===== config.mk =====
export PLATFORM = sky130hd
export DESIGN_NAME = din_burst_gen_flat
export DESIGN_NICKNAME = d
export VERILOG_FILES = /design/src/rtl/din_burst_gen_pkg.sv /design/src/rtl/din_burst_gen_if.sv /design/src/rtl/din_burst_gen_cmd_fifo.sv /design/src/rtl/din_burst_gen.sv /design/src/flat_wrapper.sv
export SDC_FILE = /design/constraint.sdc
export NUM_CORES = 1
export LEC_CHECK = 0
export BUFFER_PORTS_ARGS = -buffer_cell sky130_fd_sc_hd__buf_2
export CAP_MARGIN = 20
export CELL_PAD_IN_SITES_DETAIL_PLACEMENT = 0
export CELL_PAD_IN_SITES_GLOBAL_PLACEMENT = 1
export CORE_MARGIN = 5
export CORE_UTILIZATION = 48
export DETAILED_ROUTE_END_ITERATION = 10
export GPL_ROUTABILITY_DRIVEN = 0
export GPL_TIMING_DRIVEN = 0
export PLACE_DENSITY_LB_ADDON = 0.1
export SLEW_MARGIN = 30
export SYNTH_ARGS = -nofsm -noshare
export SYNTH_HDL_FRONTEND = slang
export SYNTH_HIERARCHICAL = 1
export SYNTH_SLANG_ARGS = --single-unit
export TNS_END_PERCENT = 1

===== constraint.sdc =====
create_clock -name clk -period 3.6 [get_ports clk]
set_clock_uncertainty 0.15 [all_clocks]
set_input_delay 0.18 -clock clk [delete_from_list [all_inputs] [get_ports clk]]
set_output_delay 0.18 -clock clk [all_outputs]
set_load 0.05 [all_outputs]

===== src/rtl/din_burst_gen_pkg.sv =====
// Shared types and default widths for the din burst generator.
package din_burst_pkg;
    localparam int DW_DEF    = 8;
    localparam int RW_DEF    = 4;
    localparam int DEPTH_DEF = 4;
    localparam int CW_DEF    = 8;

    typedef enum logic {IDLE, EMIT} state_t;

    typedef struct packed {
        logic [DW_DEF-1:0] value;
        logic [RW_DEF-1:0] rep;
    } cmd_t;
endpackage


===== src/rtl/din_burst_gen_if.sv =====
// Command, compcounter stimulus and event-counter signals of the burst generator.
// master = controller/bench side, slave = din_burst_gen side.
interface din_burst_if #(
    parameter int DW = 8,
    parameter int RW = 4,
    parameter int CW = 8
);
    logic          cmd_valid;
    logic          cmd_ready;
    logic [DW-1:0] cmd_value;
    logic [RW-1:0] cmd_repeat;
    logic [DW-1:0] din;
    logic          enb;
    logic          verdict;
    logic          cteal_15;
    logic          busy;
    logic [CW-1:0] verdict_cnt;
    logic [CW-1:0] c15_cnt;
    logic          cnt_clr;

    modport master (
        output cmd_valid, cmd_value, cmd_repeat, verdict, cteal_15, cnt_clr,
        input  cmd_ready, din, enb, busy, verdict_cnt, c15_cnt
    );

    modport slave (
        input  cmd_valid, cmd_value, cmd_repeat, verdict, cteal_15, cnt_clr,
        output cmd_ready, din, enb, busy, verdict_cnt, c15_cnt
    );
endinterface


===== src/rtl/din_burst_gen_cmd_fifo.sv =====
// Command FIFO: registered pointers, combinational head read, no push/pop bypass.
// Full blocks push even when a pop happens in the same cycle; reset empties it.
module cmd_fifo #(
    parameter int W     = 12,
    parameter int DEPTH = 4
) (
    input  logic         clk,
    input  logic         rst,
    input  logic         i_push,
    input  logic         i_pop,
    input  logic [W-1:0] i_dat,
    output logic [W-1:0] o_dat,
    output logic         o_full,
    output logic         o_empty
);
    localparam int AW = $clog2(DEPTH);

    logic [W-1:0]  r_mem [DEPTH];
    logic [AW-1:0] r_wr_ptr;
    logic [AW-1:0] r_rd_ptr;
    logic [AW:0]   r_count;
    logic          w_push;
    logic          w_pop;

    assign o_full  = (r_count == DEPTH[AW:0]);
    assign o_empty = (r_count == '0);
    assign w_push  = i_push && !o_full;
    assign w_pop   = i_pop && !o_empty;
    assign o_dat   = r_mem[r_rd_ptr];

    always_ff @(posedge clk or posedge rst) begin
        if (rst) begin
            r_wr_ptr <= '0;
            r_rd_ptr <= '0;
            r_count  <= '0;
        end else begin
            if (w_push) r_wr_ptr <= r_wr_ptr + 1'b1;
            if (w_pop)  r_rd_ptr <= r_rd_ptr + 1'b1;
            case ({w_push, w_pop})
                2'b10:   r_count <= r_count + 1'b1;
                2'b01:   r_count <= r_count - 1'b1;
                default: r_count <= r_count;
            endcase
        end
    end

    // Storage needs no reset: the count alone decides what is valid.
    always_ff @(posedge clk) begin
        if (w_push) r_mem[r_wr_ptr] <= i_dat;
    end
endmodule


===== src/rtl/din_burst_gen.sv =====
// Replays queued (value, repeat) commands on din with enb for repeat+1 cycles each.
// First din one edge after acceptance; back-to-back commands without enb gap; cmd_ready = !full.
module din_burst_gen
    import din_burst_pkg::*;
#(
    parameter int DW    = DW_DEF,
    parameter int RW    = RW_DEF,
    parameter int DEPTH = DEPTH_DEF,
    parameter int CW    = CW_DEF
) (
    input  logic       clk,
    input  logic       rst,
    din_burst_if.slave bus
);
    state_t         r_state, w_state_nxt;
    logic [RW-1:0]  r_cnt, w_cnt_nxt;
    logic [DW-1:0]  r_din, w_din_nxt;
    logic           r_enb, w_enb_nxt;
    logic [CW-1:0]  r_vcnt;
    logic [CW-1:0]  r_c15cnt;
    logic           r_c15_prev;

    logic           w_pop;
    logic           w_full;
    logic           w_empty;
    logic [DW+RW-1:0] w_head;
    logic [DW-1:0]  w_head_value;
    logic [RW-1:0]  w_head_rep;

    cmd_fifo #(
        .W     (DW + RW),
        .DEPTH (DEPTH)
    ) u_fifo (
        .clk     (clk),
        .rst     (rst),
        .i_push  (bus.cmd_valid),
        .i_pop   (w_pop),
        .i_dat   ({bus.cmd_value, bus.cmd_repeat}),
        .o_dat   (w_head),
        .o_full  (w_full),
        .o_empty (w_empty)
    );

    assign w_head_value = w_head[DW+RW-1:RW];
    assign w_head_rep   = w_head[RW-1:0];

    always_ff @(posedge clk or posedge rst) begin
        if (rst) begin
            r_state <= IDLE;
            r_cnt   <= '0;
            r_din   <= '0;
            r_enb   <= 1'b0;
        end else begin
            r_state <= w_state_nxt;
            r_cnt   <= w_cnt_nxt;
            r_din   <= w_din_nxt;
            r_enb   <= w_enb_nxt;
        end
    end

    always_comb begin
        w_state_nxt = r_state;
        w_cnt_nxt   = r_cnt;
        w_din_nxt   = r_din;
        w_enb_nxt   = r_enb;
        w_pop       = 1'b0;
        case (r_state)
            IDLE: begin
                w_enb_nxt = 1'b0;
                if (!w_empty) begin
                    w_pop       = 1'b1;
                    w_din_nxt   = w_head_value;
                    w_cnt_nxt   = w_head_rep;
                    w_enb_nxt   = 1'b1;
                    w_state_nxt = EMIT;
                end
            end
            EMIT: begin
                if (r_cnt != '0) begin
                    w_cnt_nxt = r_cnt - 1'b1;
                end else if (!w_empty) begin
                    // Reload on the last cycle so consecutive commands abut.
                    w_pop     = 1'b1;
                    w_din_nxt = w_head_value;
                    w_cnt_nxt = w_head_rep;
                end else begin
                    w_enb_nxt   = 1'b0;
                    w_state_nxt = IDLE;
                end
            end
            default: begin
                w_enb_nxt   = 1'b0;
                w_state_nxt = IDLE;
            end
        endcase
    end

    always_ff @(posedge clk or posedge rst) begin
        if (rst) begin
            r_vcnt     <= '0;
            r_c15cnt   <= '0;
            r_c15_prev <= 1'b0;
        end else begin
            r_c15_prev <= bus.cteal_15;
            if (bus.cnt_clr) begin
                r_vcnt   <= '0;
                r_c15cnt <= '0;
            end else begin
                if (r_enb && bus.verdict && (r_vcnt != '1))
                    r_vcnt <= r_vcnt + 1'b1;
                if (bus.cteal_15 && !r_c15_prev && (r_c15cnt != '1))
                    r_c15cnt <= r_c15cnt + 1'b1;
            end
        end
    end

    assign bus.cmd_ready   = !w_full;
    assign bus.din         = r_din;
    assign bus.enb         = r_enb;
    assign bus.busy        = (r_state == EMIT) || !w_empty;
    assign bus.verdict_cnt = r_vcnt;
    assign bus.c15_cnt     = r_c15cnt;
endmodule


===== src/flat_wrapper.sv =====
// flat-port wrapper written by rule: the top's interface ports become plain ports
module din_burst_gen_flat import din_burst_pkg::*;
#(
    parameter int DW    = DW_DEF,
    parameter int RW    = RW_DEF,
    parameter int DEPTH = DEPTH_DEF,
    parameter int CW    = CW_DEF
)
  (clk, rst, bus_cmd_valid, bus_cmd_value, bus_cmd_repeat, bus_verdict, bus_cteal_15, bus_cnt_clr, bus_cmd_ready, bus_din, bus_enb, bus_busy, bus_verdict_cnt, bus_c15_cnt);
  din_burst_if #(.DW(DW), .RW(RW), .CW(CW)) bus_i ();
  input  logic clk;
  input  logic rst;
  input wire logic [$bits(bus_i.cmd_valid)-1:0] bus_cmd_valid;
  input wire logic [$bits(bus_i.cmd_value)-1:0] bus_cmd_value;
  input wire logic [$bits(bus_i.cmd_repeat)-1:0] bus_cmd_repeat;
  input wire logic [$bits(bus_i.verdict)-1:0] bus_verdict;
  input wire logic [$bits(bus_i.cteal_15)-1:0] bus_cteal_15;
  input wire logic [$bits(bus_i.cnt_clr)-1:0] bus_cnt_clr;
  output wire logic [$bits(bus_i.cmd_ready)-1:0] bus_cmd_ready;
  output wire logic [$bits(bus_i.din)-1:0] bus_din;
  output wire logic [$bits(bus_i.enb)-1:0] bus_enb;
  output wire logic [$bits(bus_i.busy)-1:0] bus_busy;
  output wire logic [$bits(bus_i.verdict_cnt)-1:0] bus_verdict_cnt;
  output wire logic [$bits(bus_i.c15_cnt)-1:0] bus_c15_cnt;
  assign bus_i.cmd_valid = bus_cmd_valid;
  assign bus_i.cmd_value = bus_cmd_value;
  assign bus_i.cmd_repeat = bus_cmd_repeat;
  assign bus_i.verdict = bus_verdict;
  assign bus_i.cteal_15 = bus_cteal_15;
  assign bus_i.cnt_clr = bus_cnt_clr;
  assign bus_cmd_ready = bus_i.cmd_ready;
  assign bus_din = bus_i.din;
  assign bus_enb = bus_i.enb;
  assign bus_busy = bus_i.busy;
  assign bus_verdict_cnt = bus_i.verdict_cnt;
  assign bus_c15_cnt = bus_i.c15_cnt;
  din_burst_gen #(.DW(DW), .RW(RW), .DEPTH(DEPTH), .CW(CW)) u_core (.clk(clk), .rst(rst), .bus(bus_i));
endmodule

==> qor.txt, run 1 <==
sequential element share of the synthesized area -> 0.646
GR Util met2 -> 0.270
vias in the first global route -> 2276
cell taking the most area after synthesis -> edfxtp_1
Cell Rows -> 32
CTS tree -> built
grt met1 use -> 0.183
drc violations -> 0
Crit path arrival time -> 3.18 ns
worst-margin pin slew -> 0.722 ns
IR drop worst, VDD -> 0.404 mV
worst setup margin -> 0.553 ns
nets -> 338
non-filler instance count after layout -> 418
Clock Pin Slew Worst Setup and Hold Paths -> 0.10 ns
via count -> 2150
clk sinks -> 86
worst-skew pair later-pin latency -> 0.35 ns
Worst Path Required -> 3.74 ns
worst setup path class -> reg -> reg
Worst setup EP type -> flop
total track usage -> 0.153
outcome -> completed
die width -> 97.8 um
worst hold path class -> in -> reg
gr ovfl total -> 0
reg2reg setup slack -> 0.55 ns
Area Growth Syn to Fin -> 18.1%
crit path from -> u_core/r_cnt[0]$_DFF_PP0_
share of cells above drive strength 1 -> 0.275
Detail Placement HPWL -> 4500 um
Total Neg Setup Slack -> 0 ns
Num CTS Buffers -> 9
DP Cell Count -> 387
top cells by area, synth -> edfxtp_1, dfrtp_1, mux4_2
crit path max-delay cell type -> a21oi_4
Routed Antenna Nets -> 0
most frequent cell after synthesis -> edfxtp_1
EDFF count, synth -> 48
post-cts gate resize count -> 0
type of origin of the critical path -> flop
Slew Viols, Final -> 0
R2R Path Start -> u_core/r_cnt[0]$_DFF_PP0_
CP Cell Sequence -> inv_1 > ha_1 > or3b_1 > a21oi_4 > o31a_1 > ha_1 > inv_1 > fa_1 > xor2_1 > nor2_1 > xor2_1
met3 Use GR -> 0.0300
Largest stage delay, worst path -> 0.43 ns
Pleak -> 1.77 nW
syn_nets -> 268
Finish-stage setup viols -> 0
Root Buffer -> clkbuf_8
worst path bufs/invs -> 2
initial antenna violation count -> 0
Main synth FF type -> edfxtp_1
Die Ht -> 97.8 um
Synth top area share -> 0.389
Hold Vio Cnt, Final -> 0
FFs w/ async S/R, synth -> 0.442
initial core utilization -> 0.487
global-route wire length before repair -> 11400 um
Synth Warn # -> 6
MaxCap Viol Count -> 0
post-synth cell types -> 46
Total Routed Length -> 6790 um
top post-synthesis cells by count -> edfxtp_1, dfrtp_1, inv_1, nand2_1, nor2_1
RSZ-0062 raised after global routing -> no
TritonRoute pass-1 iters -> 4
CTS H-Tree Depth -> 3
die area -> 0.00957 sq mm
Fill cells -> 634
CTS Buffer Depth -> 2
Vias/cell -> 5.14
Cell Area, Synth -> 0.00370 sq mm
busiest grt layer -> met2
Max Fclk -> 328 MHz
pwr dens -> 718 mW/mm^2
# port buffers -> 44
post-synthesis area per instance -> 15.4 sq um
pre-CTS setup slack -> 0.505 ns
Core Footprint -> 0.00761 sq mm
Avg WL per Cell -> 16.2 um
Pwr Total -> 0.00314 W
synthesized instance count -> 241
Tmin final -> 3.05 ns
Tcrit/Tclk final -> 0.846
post-layout util -> 0.575
post-CTS setup buffers -> 0
hold-fix buffers at CTS -> 15
delay-heaviest family, CP -> adder cells
Iter 0 DRT Violations -> 91
I/O pin count -> 45
diodes inserted -> 0
worst hold path startpoint -> bus_cmd_valid
worst-path fanout max -> 10
post-synthesis register bit count -> 86
Slew Limit Headroom -> 0.518
largest net degree at the start of global routing -> 32
==> kinds of logic after synthesis <==
kind of cell,synth area share
AO/OA/AOI/OAI,0.0547
XOR/XNOR,0.0284
flip-flops,0.646
buffers and inverters,0.0301
AND/OR/NAND/NOR,0.0862
adder cells (fa/ha/maj),0.0324
multiplexers,0.122
==> flip-flops by register name (all words and copies together), names as in the netlist, 2 cells and up <==
register and cells:
u_core/bus.verdict_cnt 8, u_core/u_fifo/r_wr_ptr 2, u_core/u_fifo/r_count 3, u_core/u_fifo/r_rd_ptr 2, u_core/bus.din 8, u_core/r_cnt 4
u_core/u_fifo/r_mem 48, u_core/bus.c15_cnt 8
==> tightest hold or removal path: stages <==
cell     delay (ns)
buf_2          0.09
nor2b_2        0.19
xnor2_1        0.14
==> worst paths after layout <==
path | depth (start not counted) | end
worst max-delay path | 11 | u_core/u_fifo/r_count[2]$_DFFE_PP0P_
max in group asynchronous | 3 | u_core/bus.c15_cnt[1]$_DFFE_PP0P_
worst max register to register | 11 | u_core/u_fifo/r_count[2]$_DFFE_PP0P_
min in group asynchronous | 3 | u_core/u_fifo/r_count[1]$_DFFE_PP0P_
worst min register to register | 1 | u_core/bus.din[6]$_DFFE_PP0P_
worst min-delay path | 3 | u_core/u_fifo/r_wr_ptr[0]$_DFFE_PP0P_
==> metal layers <==
| metal | wire length (um) | vias to the layer above |
|---|---|---|
| li1 | - | 1034 |
| met1 | 2870 | 1070 |
| met2 | 3590 | 37 |
| met3 | 219 | 9 |
| met4 | 112 | 0 |
| met5 | 0 | - |
==> layout make-up <==
| cell class | count | area, sq um | area share |
|---|---|---|---|
| timing repair buffer | 59 | 370 | 0.0847 |
| clock buffer | 10 | 128 | 0.0292 |
| inverter | 17 | 63.8 | 0.0146 |
| clock inverter | 6 | 46.3 | 0.0106 |
| sequential | 86 | 2390 | 0.547 |
| buffer | 6 | 47.5 | 0.0109 |
| tap | 102 | 128 | 0.0292 |
| multi-input combinational | 132 | 1200 | 0.274 |
==> stage by stage <==
step / instance area, sq um / hold WS (ns)
after floorplan: 3700 / -0.167
after CTS: 4370 / 0.139
after global placement: 4050 / -0.00852
final: 4370 / 0.149
after global routing: 4370 / 0.153
after detailed placement: 4050 / 0.00609
==> report_power, final <==
group | switching (W) | internal [W] | total, W
Sequential | 0.000124 | 0.00129 | 0.00142
Clock | 0.000352 | 0.000256 | 0.000608
Combinational | 0.000646 | 0.000469 | 0.00111
==> cell usage in the layout (no fill, tap or decap), types with 2 or more instances in the layout <==
cell type and count:
nand3_1 4, xor2_1 5, nor3_1 2, and3_1 3, clkbuf_1 4, nand2_1 11
nor2b_1 5, mux4_1 4, a21oi_1 8, clkinvlp_4 2, o31ai_1 2, or4_1 2
mux4_2 8, or3_1 3, o21ai_0 3, o211ai_1 2, dfrtp_1 38, xnor2_1 7
nor2_1 11, mux2_2 9, ha_1 8, a211oi_1 3, edfxtp_1 48, mux2i_1 5
nand2b_1 3, dlygate4sd3_1 15, buf_2 45, and2_1 5, inv_6 2, clkbuf_8 9
nand4_1 2, inv_1 16, o31a_1 2
(Power assumes the default switching activity.)
==> run 2, diff against run 1 <==
CORE_UTILIZATION = 43   (was 48)
clock period = 2.4 ns   (was 3.6 ns; I/O delays follow)
==> run 2 against run 1 <==
The run now ends with negative setup slack left. Flip-flop and latch count unchanged. Sequential power increased by 50%. First-iteration DRC count decreased by 41%. Non-clock buffer count increased by 7. Combinational power increased by 62%. Fmax increased by 18%. Setup slack got worse by 0.74 ns. Largest cell class unchanged.
==> qor.txt, run 2 (same netlist as run 1, synthesis figures left out) <==
outcome -> finished with violations
failing checks -> negative setup slack
# port buffers -> 44 (unchanged)
CTS H-Tree Depth -> 3 (unchanged)
Iter 0 DRT Violations -> 54 (-41%)
die width -> 103 um (+5.1%)
IR drop worst, VDD -> 0.585 mV (+45%)
worst-margin pin slew -> 0.723 ns (+0.000736 ns)
initial antenna violation count -> 0 (unchanged)
Tcrit/Tclk final -> 1.08 (+0.234)
diodes inserted -> 0 (unchanged)
Worst Path Required -> 2.52 ns (-1.22 ns)
Vias/cell -> 5.08 (-1.3%)
clock power share -> 0.196 (+0.002)
CTS Buffer Depth -> 2 (unchanged)
Area Growth Syn to Fin -> 20.6%
initial core utilization -> 0.446 (-0.0406)
commonest cells after routing, fill and taps aside -> edfxtp_1, buf_2, dfrtp_1, dlygate4sd3_1, inv_1
Die Ht -> 103 um (+5.1%)
Clock Pin Slew Worst Setup and Hold Paths -> 0.09 ns (about the same)
type of origin of the critical path -> flop
global-route wire length before repair -> 11500 um (+0.84%)
Detail Placement HPWL -> 4640 um (+3.2%)
Crit path arrival time -> 2.72 ns (-0.46 ns)
crit path max-delay cell type -> dfrtp_1
Finish-stage setup viols -> 2 (+2)
combinational power share -> 0.368 (+0.013)
worst-path fanout max -> 3 (-7)
via count -> 2173 (+1.1%)
sequential share of power -> 0.436 (-0.015)
Avg WL per Cell -> 16.2 um (-0.12%)
post-layout util -> 0.538 (-0.0371)
nets -> 345 (+2.1%)
Hold Vio Cnt, Final -> 0 (unchanged)
worst setup path class -> reg -> reg
clk sinks -> 86 (unchanged)
Pleak -> 1.81 nW (+2.6%)
Core Footprint -> 0.00830 sq mm (+9.1%)
gr ovfl total -> 0 (unchanged)
Hold Worst Slack -> 0.0618 ns (-0.0876 ns)
most common cell after layout, fill and taps aside -> edfxtp_1
CTS tree -> built
worst setup margin -> -0.192 ns (-0.745 ns)
Worst setup EP type -> flop
Slew Limit Headroom -> 0.518 (about the same)
RSZ-0062 raised after global routing -> yes
MaxCap Viol Count -> 0 (unchanged)
Slew Viols, Final -> 0 (unchanged)
Max Fclk -> 386 MHz (+18%)
vias in the first global route -> 2283 (+0.31%)
Top reg by flops -> u_core/u_fifo/r_mem
Total Routed Length -> 6940 um (+2.3%)
TritonRoute pass-1 iters -> 4 (unchanged)
Largest stage delay, worst path -> 0.40 ns (-0.03 ns)
share of cells above drive strength 1 -> 0.316 (+0.0405)
I/O pin count -> 45 (unchanged)
NetSw -> 0.00175 W (+56%)
worst hold path class -> in -> reg
CP Cell Sequence -> inv_2 > ha_4 > or3b_4 > a21oi_4 > o31a_1 > ha_2 > inv_2 > fa_2 > xor2_1 > nor2_1 > xor2_1
Sw Share -> 0.359 (+0.00191)
Pwr Total -> 0.00488 W (+55%)
drc violations -> 0 (unchanged)
largest net degree at the start of global routing -> 32 (unchanged)
Num CTS Buffers -> 9 (unchanged)
total track usage -> 0.147 (-0.00621)
max reg flops -> 48 (unchanged)
die area -> 0.0106 sq mm (+10%)
pwr dens -> 1090 mW/mm^2 (+52%)
Power Internal -> 0.00313 W (+55%)
worst-skew pair later-pin latency -> 0.35 ns (about the same)
Cell Rows -> 33 (+3.1%)
Routed Antenna Nets -> 0 (unchanged)
Tmin final -> 2.59 ns (-0.455 ns)
Root Buffer -> clkbuf_8
[run 2: cell count changes in the layout (fill, tap and decap cells not counted), moves of 2 or more]
cell	before	now
inv_8	0	3
buf_4	0	7
ha_1	8	6
inv_1	16	13
inv_2	1	4
[run 2: final timing paths]
check | from | endpoint | slack (ns) | cells past startpoint
max in group asynchronous | rst | u_core/bus.din[2]$_DFFE_PP0P_ | 1.37 | 3
min in group asynchronous | rst | u_core/u_fifo/r_wr_ptr[0]$_DFFE_PP0P_ | 0.12 | 3
worst min register to register | u_core/bus.din[3]$_DFFE_PP0P_ | u_core/bus.din[3]$_DFFE_PP0P_ | 0.36 | 1
worst min-delay path | bus_cmd_valid | u_core/u_fifo/r_wr_ptr[0]$_DFFE_PP0P_ | 0.06 | 3
worst max-delay path | u_core/r_cnt[0]$_DFF_PP0_ | u_core/u_fifo/r_count[2]$_DFFE_PP0P_ | -0.19 | 11
worst max register to register | u_core/r_cnt[0]$_DFF_PP0_ | u_core/u_fifo/r_count[2]$_DFFE_PP0P_ | -0.19 | 11
[run 2: cell type report]
class | count | area (sq um)
fillers | 708 | 3830
well taps | 105 | 131
clock inverters | 7 | 63.8
flip-flops and latches | 86 | 2390
multi-input cells | 132 | 1220
plain buffers | 6 | 47.5
clock buffers | 9 | 124
inverters | 17 | 63.8
repair buffers | 66 | 423
[run 2: per-stage QoR]
stage	setup TNS, ns	cells	cell area [sq um]	setup WS, ns
6_report	-0.243	428	4460	-0.192
5_1_grt	-0.518	428	4460	-0.343
4_1_cts	-0.279	427	4460	-0.207
3_5_place_dp	-1.10	390	4060	-0.586
3_3_place_gp	-1.05	390	4060	-0.566
2_1_floorplan	-0.406	241	3710	-0.257
[run 2: power by group through the flow]
| stage | sequential (W) | clock, W | combinational [W] |
|---|---|---|---|
| after CTS | 0.00213 | 0.000998 | 0.00182 |
| after global routing | 0.00217 | 0.00105 | 0.00197 |
| after global placement | 0.00215 | 0 | 0.00170 |
| after detailed placement | 0.00217 | 0 | 0.00171 |
| after floorplan | 0.00241 | 0 | 0.00104 |
| final | 0.00213 | 0.000955 | 0.00180 |
[run 2: critical path, delay by kind of cell (launching register included)]
kind | cells | cell delay, ns
and+or+nand+nor | 2 | 0.52
buffers and inverters | 2 | 0.12
AOI/OAI and AO/OA | 2 | 0.38
adders and majority gates | 3 | 0.66
DFF | 1 | 0.40
xor gates and xnor gates | 2 | 0.28
[run 2: metal layers]
metal  share of wire  GRT usage  routed length (um)
met1            0.46      0.194                3230
met2            0.48      0.240                3340
met3           0.037     0.0244                 257
met4           0.016     0.0657                 112
met5               0          0                   0
[run 2: timing repair]
item,CTS,global route
setup buffers,6,1
hold buffers,15,0
pin swaps,5,4
gates resized for setup,3,1
endpoints found under the setup margin,3,3
endpoints found under the hold margin,93,0
gates cloned,0,0
==> run 3, diff against run 2 <==
CORE_UTILIZATION = 48   (was 43)
clock period = 2.8 ns   (was 2.4 ns; I/O delays follow)
==> run 3 against run 2 <==
The flow now finishes without violations. Highest routed layer unchanged. Combinational power decreased by 18%. Die area decreased by 9.4%. Sequential power is 15% lower.
==> qor.txt, run 3 (same netlist as run 1, synthesis figures left out) <==
drc violations -> 0 (unchanged)
Worst Path Required -> 2.93 ns (+0.41 ns)
initial core utilization -> 0.487 (+0.0406)
Crit path arrival time -> 2.83 ns (+0.11 ns)
via count -> 2157 (-0.74%)
hold depth -> 3 (unchanged)
CTS H-Tree Depth -> 3 (unchanged)
I/O pin count -> 45 (unchanged)
Area Growth Syn to Fin -> 18.9%
Slew Limit Headroom -> 0.520 (+0.00157)
Finish-stage setup viols -> 0 (-2)
post-layout util -> 0.579 (+0.0407)
CP Cell Sequence -> inv_1 > ha_2 > or3b_4 > a21oi_4 > o31a_1 > ha_1 > inv_1 > fa_1 > xor2_1 > nor2_1 > xor2_1
DP Cell Count -> 387 (-0.77%)
Total Routed Length -> 6900 um (-0.62%)
Top reg by flops -> u_core/u_fifo/r_mem
Iter 0 DRT Violations -> 95 (+76%)
IR drop worst, VDD -> 0.519 mV (-11%)
worst hold path startpoint -> bus_cmd_valid
outcome -> completed
Slew Viols, Final -> 0 (unchanged)
total track usage -> 0.155 (+0.00789)
Root Buffer -> clkbuf_8
die width -> 97.8 um (-4.8%)
R2R Path Start -> u_core/r_cnt[0]$_DFF_PP0_
reg2reg setup slack -> 0.10 ns (+0.30 ns)
worst hold path class -> in -> reg
Num CTS Buffers -> 9 (unchanged)
largest net degree at the start of global routing -> 32 (unchanged)
Hold Worst Slack -> 0.109 ns (+0.0476 ns)
worst setup path class -> reg -> reg
R2R Path End -> u_core/u_fifo/r_count[2]$_DFFE_PP0P_
CTS tree -> built
nets -> 341 (-1.2%)
share of cells above drive strength 1 -> 0.288 (-0.0274)
clk sinks -> 86 (unchanged)
Worst Setup EP -> u_core/u_fifo/r_count[2]$_DFFE_PP0P_
Avg WL per Cell -> 16.4 um (+1.0%)
worst-skew pair later-pin latency -> 0.35 ns (about the same)
Tcrit/Tclk final -> 0.963 (-0.117)
worst-margin pin slew -> 0.720 ns (-0.00340 ns)
Max Fclk -> 371 MHz (-3.9%)
Die Ht -> 97.8 um (-4.8%)
# port buffers -> 44 (unchanged)
CTS Buffer Depth -> 2 (unchanged)
Core Footprint -> 0.00761 sq mm (-8.3%)
TritonRoute pass-1 iters -> 4 (unchanged)
diodes inserted -> 0 (unchanged)
worst-path fanout max -> 3 (unchanged)
crit path max-delay cell type -> dfrtp_1
worst setup margin -> 0.104 ns (+0.295 ns)
Pwr Total -> 0.00408 W (-16%)
max reg flops -> 48 (unchanged)
gr ovfl total -> 0 (unchanged)
worst r2r path cells -> 11 (unchanged)
Largest stage delay, worst path -> 0.40 ns (about the same)
Tmin final -> 2.70 ns (+0.105 ns)
pre-CTS setup slack -> -0.295 ns (+0.291 ns)
crit path from -> u_core/r_cnt[0]$_DFF_PP0_
Cell Rows -> 32 (-3.0%)
Worst setup EP type -> flop
commonest cells after routing, fill and taps aside -> edfxtp_1, buf_2, dfrtp_1, inv_1, dlygate4sd3_1
type of origin of the critical path -> flop
vias in the first global route -> 2280 (-0.13%)
Pleak -> 1.78 nW (-1.7%)
Hold Vio Cnt, Final -> 0 (unchanged)
global-route wire length before repair -> 11500 um (about the same)
RSZ-0062 raised after global routing -> no
MaxCap Viol Count -> 0 (unchanged)
Vias/cell -> 5.12 (+0.91%)
pwr dens -> 927 mW/mm^2 (-15%)
initial antenna violation count -> 0 (unchanged)
Routed Antenna Nets -> 0 (unchanged)
Detail Placement HPWL -> 4500 um (-3.1%)
most common cell after layout, fill and taps aside -> edfxtp_1
Clock Pin Slew Worst Setup and Hold Paths -> 0.09 ns (about the same)
non-filler instance count after layout -> 421 (-1.6%)
die area -> 0.00957 sq mm (-9.4%)
[run 3: worst min path at each step]
stage,endpoint,slack (ns)
after floorplan,u_core/u_fifo/r_count[0]$_DFFE_PP0P_,-0.21
after global placement,u_core/u_fifo/r_wr_ptr[1]$_DFFE_PP0P_,-0.05
after detailed placement,u_core/u_fifo/r_count[1]$_DFFE_PP0P_,-0.03
after CTS,u_core/u_fifo/r_wr_ptr[0]$_DFFE_PP0P_,0.1
after global routing,u_core/u_fifo/r_wr_ptr[0]$_DFFE_PP0P_,0.11
final,u_core/u_fifo/r_wr_ptr[0]$_DFFE_PP0P_,0.11
[run 3: layout make-up]
cell class | count | area (sq um)
flip-flops and latches | 86 | 2390
fillers | 632 | 3210
inverters | 17 | 63.8
multi-input cells | 132 | 1200
clock inverters | 6 | 46.3
well taps | 102 | 128
plain buffers | 6 | 47.5
repair buffers | 62 | 393
clock buffers | 10 | 128
[run 3: critical path, delay by kind of cell (launching register included)]
family,cells,cell delay [ns]
fa+ha+maj,3,0.74
flops,1,0.40
simple gates,2,0.51
compound gates,2,0.38
buf+inv,2,0.15
xor+xnor,2,0.30
[run 3: repair_timing]
item                                    4_1_cts  5_1_grt
gates resized for setup                       0        2
endpoints found under the setup margin        2        1
setup buffers                                 1        2
pin swaps                                     1        1
hold buffers                                 15        0
hold endpoints to repair                     93        0
[run 3: routing by layer]
layer | routed length, um | share of wire | track usage | vias up
met5 | 0 | 0 | 0 | -
met4 | 112 | 0.016 | 0.0639 | 0
met3 | 259 | 0.038 | 0.0300 | 9
met2 | 3700 | 0.54 | 0.276 | 49
met1 | 2830 | 0.41 | 0.183 | 1058
li1 | - | - | - | 1041
[run 3: power breakdown]
group	internal, W	leakage (nW)	switching (W)
clock network	0.000329	0.0833	0.000450
logic	0.000633	0.781	0.000845
registers	0.00166	0.916	0.000160
[run 3: stage by stage]
| stage | instance area, sq um | TNS [ns] |
|---|---|---|
| after global placement | 4050 | -0.306 |
| after CTS | 4380 | 0 |
| after floorplan | 3700 | 0 |
| after global routing | 4400 | 0 |
| after detailed placement | 4050 | -0.368 |
| final | 4400 | 0 |
